## config.mk

```make
export PLATFORM = sky130hd
export DESIGN_NAME = roulette_spin_animator
export DESIGN_NICKNAME = d
export VERILOG_FILES = /design/src/rtl/roulette_spin_animator.sv
export SDC_FILE = /design/constraint.sdc
export NUM_CORES = 1
export LEC_CHECK = 0
export BUFFER_PORTS_ARGS = -buffer_cell sky130_fd_sc_hd__buf_4
export CORE_MARGIN = 4
export CORE_UTILIZATION = 65
export CTS_CLUSTER_DIAMETER = 40
export DETAILED_ROUTE_END_ITERATION = 6
export GPL_TIMING_DRIVEN = 0
export PLACE_DENSITY = 0.85
export SETUP_SLACK_MARGIN = 0.4
export SYNTH_ARGS = -nofsm -noshare
export SYNTH_HDL_FRONTEND = slang
export SYNTH_SLANG_ARGS = --single-unit
```

## constraint.sdc

```tcl
create_clock -name clk -period 9.83 [get_ports clk]
set_input_delay 0.4915 -clock clk [delete_from_list [all_inputs] [get_ports clk]]
set_output_delay 0.4915 -clock clk [all_outputs]
set_load 0.005 [all_outputs]
```

## src/rtl/roulette_spin_animator.sv

```systemverilog
// Roulette wheel spin sequencer: steps the lit pocket around the wheel at constant
// speed, decelerates linearly over the final steps and lands exactly on the target.
module roulette_spin_animator #(
  parameter int POCKETS     = 38,
  parameter int PW          = 6,
  parameter int BANKS       = 5,
  parameter int LAPS_MIN    = 3,
  parameter int START_DIV   = 2000000,
  parameter int STEP_INC    = 250000,
  parameter int DECEL_STEPS = 16,
  parameter int DIV_W       = 32
) (
  input  logic             clk,
  input  logic             rst_n,
  input  logic             start,
  input  logic             abort,
  input  logic [PW-1:0]    target,
  output logic [PW-1:0]    led_number,
  output logic [BANKS-1:0] led_bank,
  output logic [2:0]       led_sel,
  output logic             busy,
  output logic             done,
  output logic             err,
  output logic [1:0]       state_dbg
);

  localparam int SL_W = $clog2(LAPS_MIN * POCKETS + POCKETS);

  typedef enum logic [1:0] {
    IDLE  = 2'd0,
    SPIN  = 2'd1,
    DECEL = 2'd2,
    LAND  = 2'd3
  } state_t;

  state_t            state;
  logic [DIV_W-1:0]  cnt;
  logic [DIV_W-1:0]  period;
  logic [SL_W-1:0]   steps_left;

  logic              target_ok;
  logic [SL_W-1:0]   offset;
  logic [SL_W-1:0]   spin_steps;
  logic              step_hit;
  logic [PW-1:0]     next_number;

  // start is a one-cycle request: it is honoured only in IDLE (busy low); while
  // busy it is dropped and target is not resampled.
  function automatic logic [BANKS-1:0] bank_of(input logic [PW-1:0] n);
    bank_of = '0;
    for (int b = 0; b < BANKS; b++) begin
      bank_of[b] = ((32'(n) >> 3) == 32'(b));
    end
  endfunction

  always_comb begin
    target_ok = 1'b0;
    offset    = '0;
    if (32'(target) < 32'(POCKETS)) begin
      target_ok = 1'b1;
    end
    if (target >= led_number) begin
      offset = SL_W'(target) - SL_W'(led_number);
    end else begin
      offset = SL_W'(target) + SL_W'(POCKETS) - SL_W'(led_number);
    end
    spin_steps = SL_W'(LAPS_MIN * POCKETS) + offset;
  end

  always_comb begin
    step_hit = 1'b0;
    if ((state == SPIN) || (state == DECEL)) begin
      step_hit = (cnt == period - DIV_W'(1));
    end
    if (led_number == PW'(POCKETS - 1)) begin
      next_number = '0;
    end else begin
      next_number = led_number + PW'(1);
    end
  end

  assign state_dbg = state;

  always_ff @(posedge clk or negedge rst_n) begin
    if (!rst_n) begin
      state      <= IDLE;
      led_number <= '0;
      led_bank   <= BANKS'(1);
      led_sel    <= '0;
      busy       <= 1'b0;
      done       <= 1'b0;
      err        <= 1'b0;
      cnt        <= '0;
      period     <= '0;
      steps_left <= '0;
    end else begin
      done <= 1'b0;
      err  <= 1'b0;
      case (state)
        IDLE: begin
          if (start) begin
            if (target_ok) begin
              steps_left <= spin_steps;
              cnt        <= '0;
              busy       <= 1'b1;
              // A spin no longer than the deceleration tail starts decelerating at once.
              if (spin_steps <= SL_W'(DECEL_STEPS)) begin
                state  <= DECEL;
                period <= DIV_W'(START_DIV + STEP_INC);
              end else begin
                state  <= SPIN;
                period <= DIV_W'(START_DIV);
              end
            end else begin
              err <= 1'b1;
            end
          end
        end
        SPIN, DECEL: begin
          if (abort) begin
            state <= IDLE;
            busy  <= 1'b0;
            cnt   <= '0;
          end else if (step_hit) begin
            cnt        <= '0;
            steps_left <= steps_left - SL_W'(1);
            led_number <= next_number;
            led_bank   <= bank_of(next_number);
            led_sel    <= next_number[2:0];
            if (steps_left == SL_W'(1)) begin
              state <= LAND;
            end else if ((state == SPIN) && (steps_left == SL_W'(DECEL_STEPS + 1))) begin
              state  <= DECEL;
              period <= DIV_W'(START_DIV + STEP_INC);
            end else if (state == DECEL) begin
              period <= period + DIV_W'(STEP_INC);
            end
          end else begin
            cnt <= cnt + DIV_W'(1);
          end
        end
        LAND: begin
          // First LAND cycle raises done; the second releases busy.
          if (!done) begin
            done <= 1'b1;
          end else begin
            busy  <= 1'b0;
            state <= IDLE;
          end
        end
        default: state <= IDLE;
      endcase
    end
  end

endmodule

```

==> impl_metrics.toml, run 1 <==
[cts]
cts.sinks = 84
cts_hold_buf = 0
cts_resized = 0
cts_buffers = 9
cts_tree = "built"
clkTransAtPathRegs_ns = 0.09
max-clock-path-buffers = 2
root_buffer = "clkbuf_8"
cts_setup_buffers = 0
clock_latency_ns = 0.38
h-tree-depth = 3

[synth]
yosysWarnings = 0
synth_top_area_cell = "dfrtp_1"
synth_enable_flop_cells = 0
ys_async_sr_fraction = 1.00
synth.cell_area_um2 = 6520
synth-main-ff-cell = "dfrtp_1"
synthCells = 799
syn_nets = 841
syn_avg_cell_area_um2 = 8.16
synth_common_cells = "nor2_1, dfrtp_1, o21ai_0"
ys_ff_latch = 84
ys_types = 69
synthTopCellsByArea = "dfrtp_1, nor2_1, ha_1"
synthMuxAreaShare = 0.0209
synth.top_cell.area_share = 0.319
synth-adder-area-share = 0.0660
yosys.area_share.xor_xnor = 0.0927
ys_seq_area_frac = 0.323
synth_top_family_by_area = "simple AND/OR/NAND/NOR gates"
synth.most_common_cell = "nor2_1"
synth_compound_area_frac = 0.177
synth-simple-area-share = 0.264

[route]
wl_met1_um = 6700
antenna_left = 0
wl_per_cell_um = 17.3
top_layer = "met4"
drt-total-wl_um = 16900
avgViaCountPerCell = 6.46
drtPass1Iterations = 5
drcViolationCount = 0
drt-initial-drc-count = 621
met3_length_um = 1410
num_vias = 6308
routed-wl-met2_um = 8370

[worst_setup_path]
rr_startpoint = "period[14]"
cp.required_ns = 10.08
cp-startpoint = "period[14]"
cpMaxStageDelayCell = "nor4_1"
crit_path_start_kind = "flop"
r2r-end = "cnt[25]"
cpMostUsedCell = "nor2_1"
r2r_slack_ns = 4.80
crit_chain = "clkbuf_1, nor4_1, nand2_1, or4b_1, a221o_1, or4_4, nor3_4, nor2_2, nor2_1, buf_2, nor2_1"
cp-end-kind = "flop"
cp_slowest_stage_delay_ns = 0.94
critical_path_class = "reg -> reg"
path_max_fanout = 10
worstRegToRegCells = 11
arrival_ns = 5.29

[grt]
grt_pass1_wl_um = 28900
track_usage = 0.307
antenna_found_initial = 0
grt_pass1_vias = 6144
grt_max_degree = 85
gr-total-overflow = 0

[die]
fp.dieW_um = 108
die_h_um = 108
initial_core_util = 0.667
core_um2 = 9770
io_pins = 29
rows = 36
die-area_um2 = 11700

[finish]
syn2layout_area_growth_pct = 9.10
drive_gt1_frac = 0.0865
antenna-diode-count = 0
nFillCells = 792
nNetsFinal = 881
finish.instance_area_um2 = 7110

[placed_design]
hpwl_um = 12500
io_buffer_count = 28
dpl_cell_area_um2 = 6900
place.gp.congestion = 0.929

[timing]
drv_slew = 0
worstMarginPinSlew_ns = 1.07
rsz0062_at_grt = "false"
fin_setup_tns_ns = 0
fin_crit_ns = 5.03
max_freq_ghz = 0.199
finalHoldViolCount = 0
slew_headroom = 0.286
setup_viol = 0
period_share = 0.512
finClkSkew_ns = 0.00906

[power]
peakVddDrop_uv = 216
power.density_nw_per_um2 = 251
total_leakage_power_nw = 3.00

[run]
cap_violations = 0

[hold_path]
holdCritPathClass = "in -> async"

[run_status]
outcome = "complete, no violations"
## where the power goes
part / internal (mW) / switching, mW
combinational: 0.368 / 0.688
sequential: 0.412 / 0.0554
clock: 0.132 / 0.132
## metal layers
| layer | vias up | GRT usage |
|---|---|---|
| met2 | 316 | 0.530 |
| met3 | 37 | 0.0627 |
| li1 | 2941 | - |
| met5 | - | 0 |
| met1 | 3014 | 0.385 |
| met4 | 0 | 0.0992 |
## worst max-delay path, delay by kind of cell (launching register included)
kind | cells | cell delay [ns]
simple gates | 8 | 3.64
compound gates | 1 | 0.34
flops | 1 | 0.37
buf+inv | 2 | 0.56
## through the flow
step	hold slack [ns]	utilization	power (mW)	setup WS [ns]	cells
6_report	0.302	0.728	1.79	4.80	977
5_1_grt	0.398	0.728	1.91	4.38	977
4_1_cts	0.338	0.727	1.76	4.68	976
3_5_place_dp	0.441	0.706	1.49	4.71	960
3_3_place_gp	0.437	0.706	1.44	4.75	960
2_1_floorplan	0.196	-	1.22	5.55	799
## sequential cells by signal (all words and copies together) (netlist names)
| register | count |
|---|---|
| busy | 1 |
| cnt | 32 |
| done | 1 |
| err | 1 |
| led_bank | 5 |
| led_number | 6 |
| period | 28 |
| state_dbg | 2 |
| steps_left | 8 |
## layout by cell type, fill, tap and decap left out, types with 6 or more instances in the layout
cell type,count
a211oi_1,8
a21oi_1,40
a31oi_1,12
a41oi_1,6
and2_1,9
and3_1,14
buf_4,31
clkbuf_1,37
clkbuf_8,11
dfrtp_1,83
ha_1,28
inv_1,40
nand2_1,49
nand2b_1,18
nand3_1,29
nand3b_1,11
nand4_1,20
nor2_1,95
nor2b_1,6
nor3_1,34
nor4_1,10
o21ai_0,50
o21ai_1,9
o22ai_1,7
o31ai_1,13
or3_1,8
xnor2_1,37
xor2_1,32
## kinds of logic after synthesis
group / after synthesis
and+or+nand+nor: 329
AOI/OAI and AO/OA: 183
buffers and inverters: 90
DFF: 84
xor gates and xnor gates: 69
adders and majority gates: 32
muxes: 12
## final cells by class
class | count | area [um^2] | area share
Timing Repair Buffer | 29 | 215 | 0.0303
Clock inverter | 5 | 60.1 | 0.00844
Inverter | 41 | 154 | 0.0216
Tap cell | 133 | 166 | 0.0234
Multi-Input combinational cell | 625 | 4050 | 0.569
Sequential cell | 84 | 2100 | 0.296
Clock buffer | 11 | 151 | 0.0213
Buffer | 49 | 214 | 0.0301
## worst max path at each step
| stage | slack, ns | to | cells past startpoint |
|---|---|---|---|
| CTS | 4.68 | cnt[25] | 13 |
| global placement | 4.75 | period[6] | 12 |
| floorplan | 5.55 | state_dbg[0] | 12 |
| finish | 4.80 | cnt[25] | 11 |
| global route | 4.38 | cnt[28] | 11 |
| detailed placement | 4.71 | cnt[25] | 13 |
Note: power is estimated with default switching activity, not from simulation.
==> inputs of run 2 (changes only) <==
- CORE_UTILIZATION: 65 -> 57
- PLACE_DENSITY: 0.85 -> 0.79
- clock period: 9.83 -> 4.1 ns (I/O delays scaled with it)
==> run 2 against run 1 <==
  * The run now ends with negative setup slack left
  * Clock power grew to 3.2 times the previous value
  * Count of clock-buffer cells in the layout grew 3
  * Clock skew shrank 0.0028 ns
  * Routed wire length grew 16%
  * Via count grew 4.6%
  * Critical path depth grew 3
  * Register-to-register slack lost 4.9 ns
  * Sequential power grew 140%
  * Global-route usage shrank 1.8 points
  * Non-clock buffer count grew 34
  * Setup slack lost 4.9 ns
  * Critical path type unchanged
  * Critical endpoint is now period[31]
==> impl_metrics.toml, run 2 (same netlist as run 1, synthesis figures left out) <==
[run_status]
outcome = "finished, violations left"
violations = "negative setup slack"

[die]
rows = 38
fp.dieW_um = 115
initial_core_util = 0.591
die-area_um2 = 13200
io_pins = 29
core_um2 = 11000
die_h_um = 115

[route]
antenna_left = 0
wl_per_cell_um = 19.3
avgViaCountPerCell = 6.48
drcViolationCount = 0
num_vias = 6599
drt-total-wl_um = 19600
drt-initial-drc-count = 699
drtPass1Iterations = 5

[timing]
final.setup.worst_slack_ns = -0.0862
finalHoldViolCount = 0
slew_headroom = 0.255
fin_crit_ns = 4.19
finClkSkew_ns = 0.00629
period_share = 1.02
rsz0062_at_grt = "true"
setup_viol = 19
drv_slew = 0
worstMarginPinSlew_ns = 1.12
max_freq_ghz = 0.239

[worst_setup_path]
path_max_fanout = 5
cpMaxStageDelayCell = "or4_4"
worstRegToRegCells = 14
cp_num_buf_inv = 6
arrival_ns = 4.42
cp_slowest_stage_delay_ns = 0.53
crit_chain = "buf_6, or4_4, buf_6, or3_4, buf_8, or4b_1, a221o_1, or4_4, buf_6, nor4b_4, buf_4, o21ai_4, buf_12, o41ai_4"
critical_path_class = "reg -> reg"
crit_path_start_kind = "flop"
cp.required_ns = 4.34
cp_top_family = "simple AND/OR/NAND/NOR gates"
cp-end-kind = "flop"
cp_num_cells = 14
cpMostUsedCell = "buf_6"

[cts]
h-tree-depth = 3
clkTransAtPathRegs_ns = 0.06
cts_hold_buf = 0
clock_latency_ns = 0.34
max-clock-path-buffers = 2
cts_buffers = 9
root_buffer = "clkbuf_16"
cts_tree = "built"
cts.sinks = 84

[grt]
grt_pass1_wl_um = 30900
gr-total-overflow = 0
grt_max_degree = 85
grt_pass1_vias = 6328
track_usage = 0.289
antenna_found_initial = 1

[finish]
layout_common_cells = "dfrtp_1, nor2_1, buf_4"
reg.largest.list = "cnt x32, period x28, steps_left x8"
nNetsFinal = 916
antenna-diode-count = 0
syn2layout_area_growth_pct = 29.1
final_common_cell = "dfrtp_1"
top_register = "cnt"
final_core_util = 0.763
drive_gt1_frac = 0.232
largest_reg_flops = 32

[power]
peakVddDrop_uv = 408
total_leakage_power_nw = 3.48
power.density_nw_per_um2 = 667

[placed_design]
dpl_worst_slack_ns = -1.03
hpwl_um = 12500
io_buffer_count = 28
place.gp.congestion = 0.868

[hold_path]
holdCritPathClass = "in -> async"

[run]
cap_violations = 0
run 2: cell types whose count changed in the layout (fill, tap and decap cells not counted), moves of 12 or more:
cell,before,now
o21ai_0,50,15
buf_4,31,45
nor2_4,0,22
nor2_1,95,73
o21ai_1,9,21
o21ai_2,0,22
run 2: path summary, 6_finish.rpt:
path,from,to,slack [ns]
worst max-delay path,period[4],period[31],-0.09
worst min-delay path,rst_n,done,0.07
worst max register to register,period[4],period[31],-0.09
worst min register to register,done,done,0.48
max in group asynchronous,rst_n,period[5],3.24
min in group clk,start,err,0.15
run 2: power breakdown:
part / switching, mW / total [mW] / internal, mW
Clock: 0.332 / 0.838 / 0.506
Sequential: 0.148 / 1.14 / 0.990
Combinational: 2.22 / 3.63 / 1.41
run 2: repair_timing:
action	4_1_cts	5_1_grt
setup buffers	22	6
cloned	6	2
hold endpoints to repair	0	0
resized for setup	141	89
setup endpoints to repair	81	81
pin swaps	48	38
run 2: area by class of cell:
class | instances | area, um^2
fillers | 778 | 2620
clock buffers | 14 | 264
inverters | 41 | 154
multi-input cells | 626 | 4750
flip-flops and latches | 84 | 2100
clock inverters | 2 | 35.0
repair buffers | 63 | 621
well taps | 140 | 175
plain buffers | 49 | 317
run 2: layer usage:
| metal | wire, um | up-vias | track usage |
|---|---|---|---|
| met5 | 20 | - | 0 |
| met4 | 475 | 2 | 0.0978 |
| met3 | 1340 | 56 | 0.0421 |
| met2 | 9430 | 325 | 0.474 |
| met1 | 8360 | 3207 | 0.394 |
| li1 | - | 3009 | - |
run 2: through the flow:
stage / TNS, ns / hold WS (ns) / power (mW) / cells / cell area, um^2
detailed placement: -63.35 / 0.472 / 3.59 / 967 / 6910
finish: -0.620 / 0.0700 / 5.61 / 1019 / 8420
global route: -1.96 / 0.156 / 5.92 / 1019 / 8420
global placement: -62.30 / 0.458 / 3.49 / 967 / 6910
floorplan: 0 / -0.0906 / 2.93 / 799 / 6530
CTS: -0.338 / 0.111 / 5.03 / 1011 / 7960
run 2: worst register-to-register path: stages, from the launching register on:
cell and delay, ns:
dfrtp_1 0.39, buf_6 0.12, or4_4 0.48, buf_6 0.14, or3_4 0.33, buf_8 0.13, or4b_1 0.47, a221o_1 0.30
or4_4 0.53, buf_6 0.15, nor4b_4 0.33, buf_4 0.21, o21ai_4 0.11, buf_12 0.19, o41ai_4 0.21
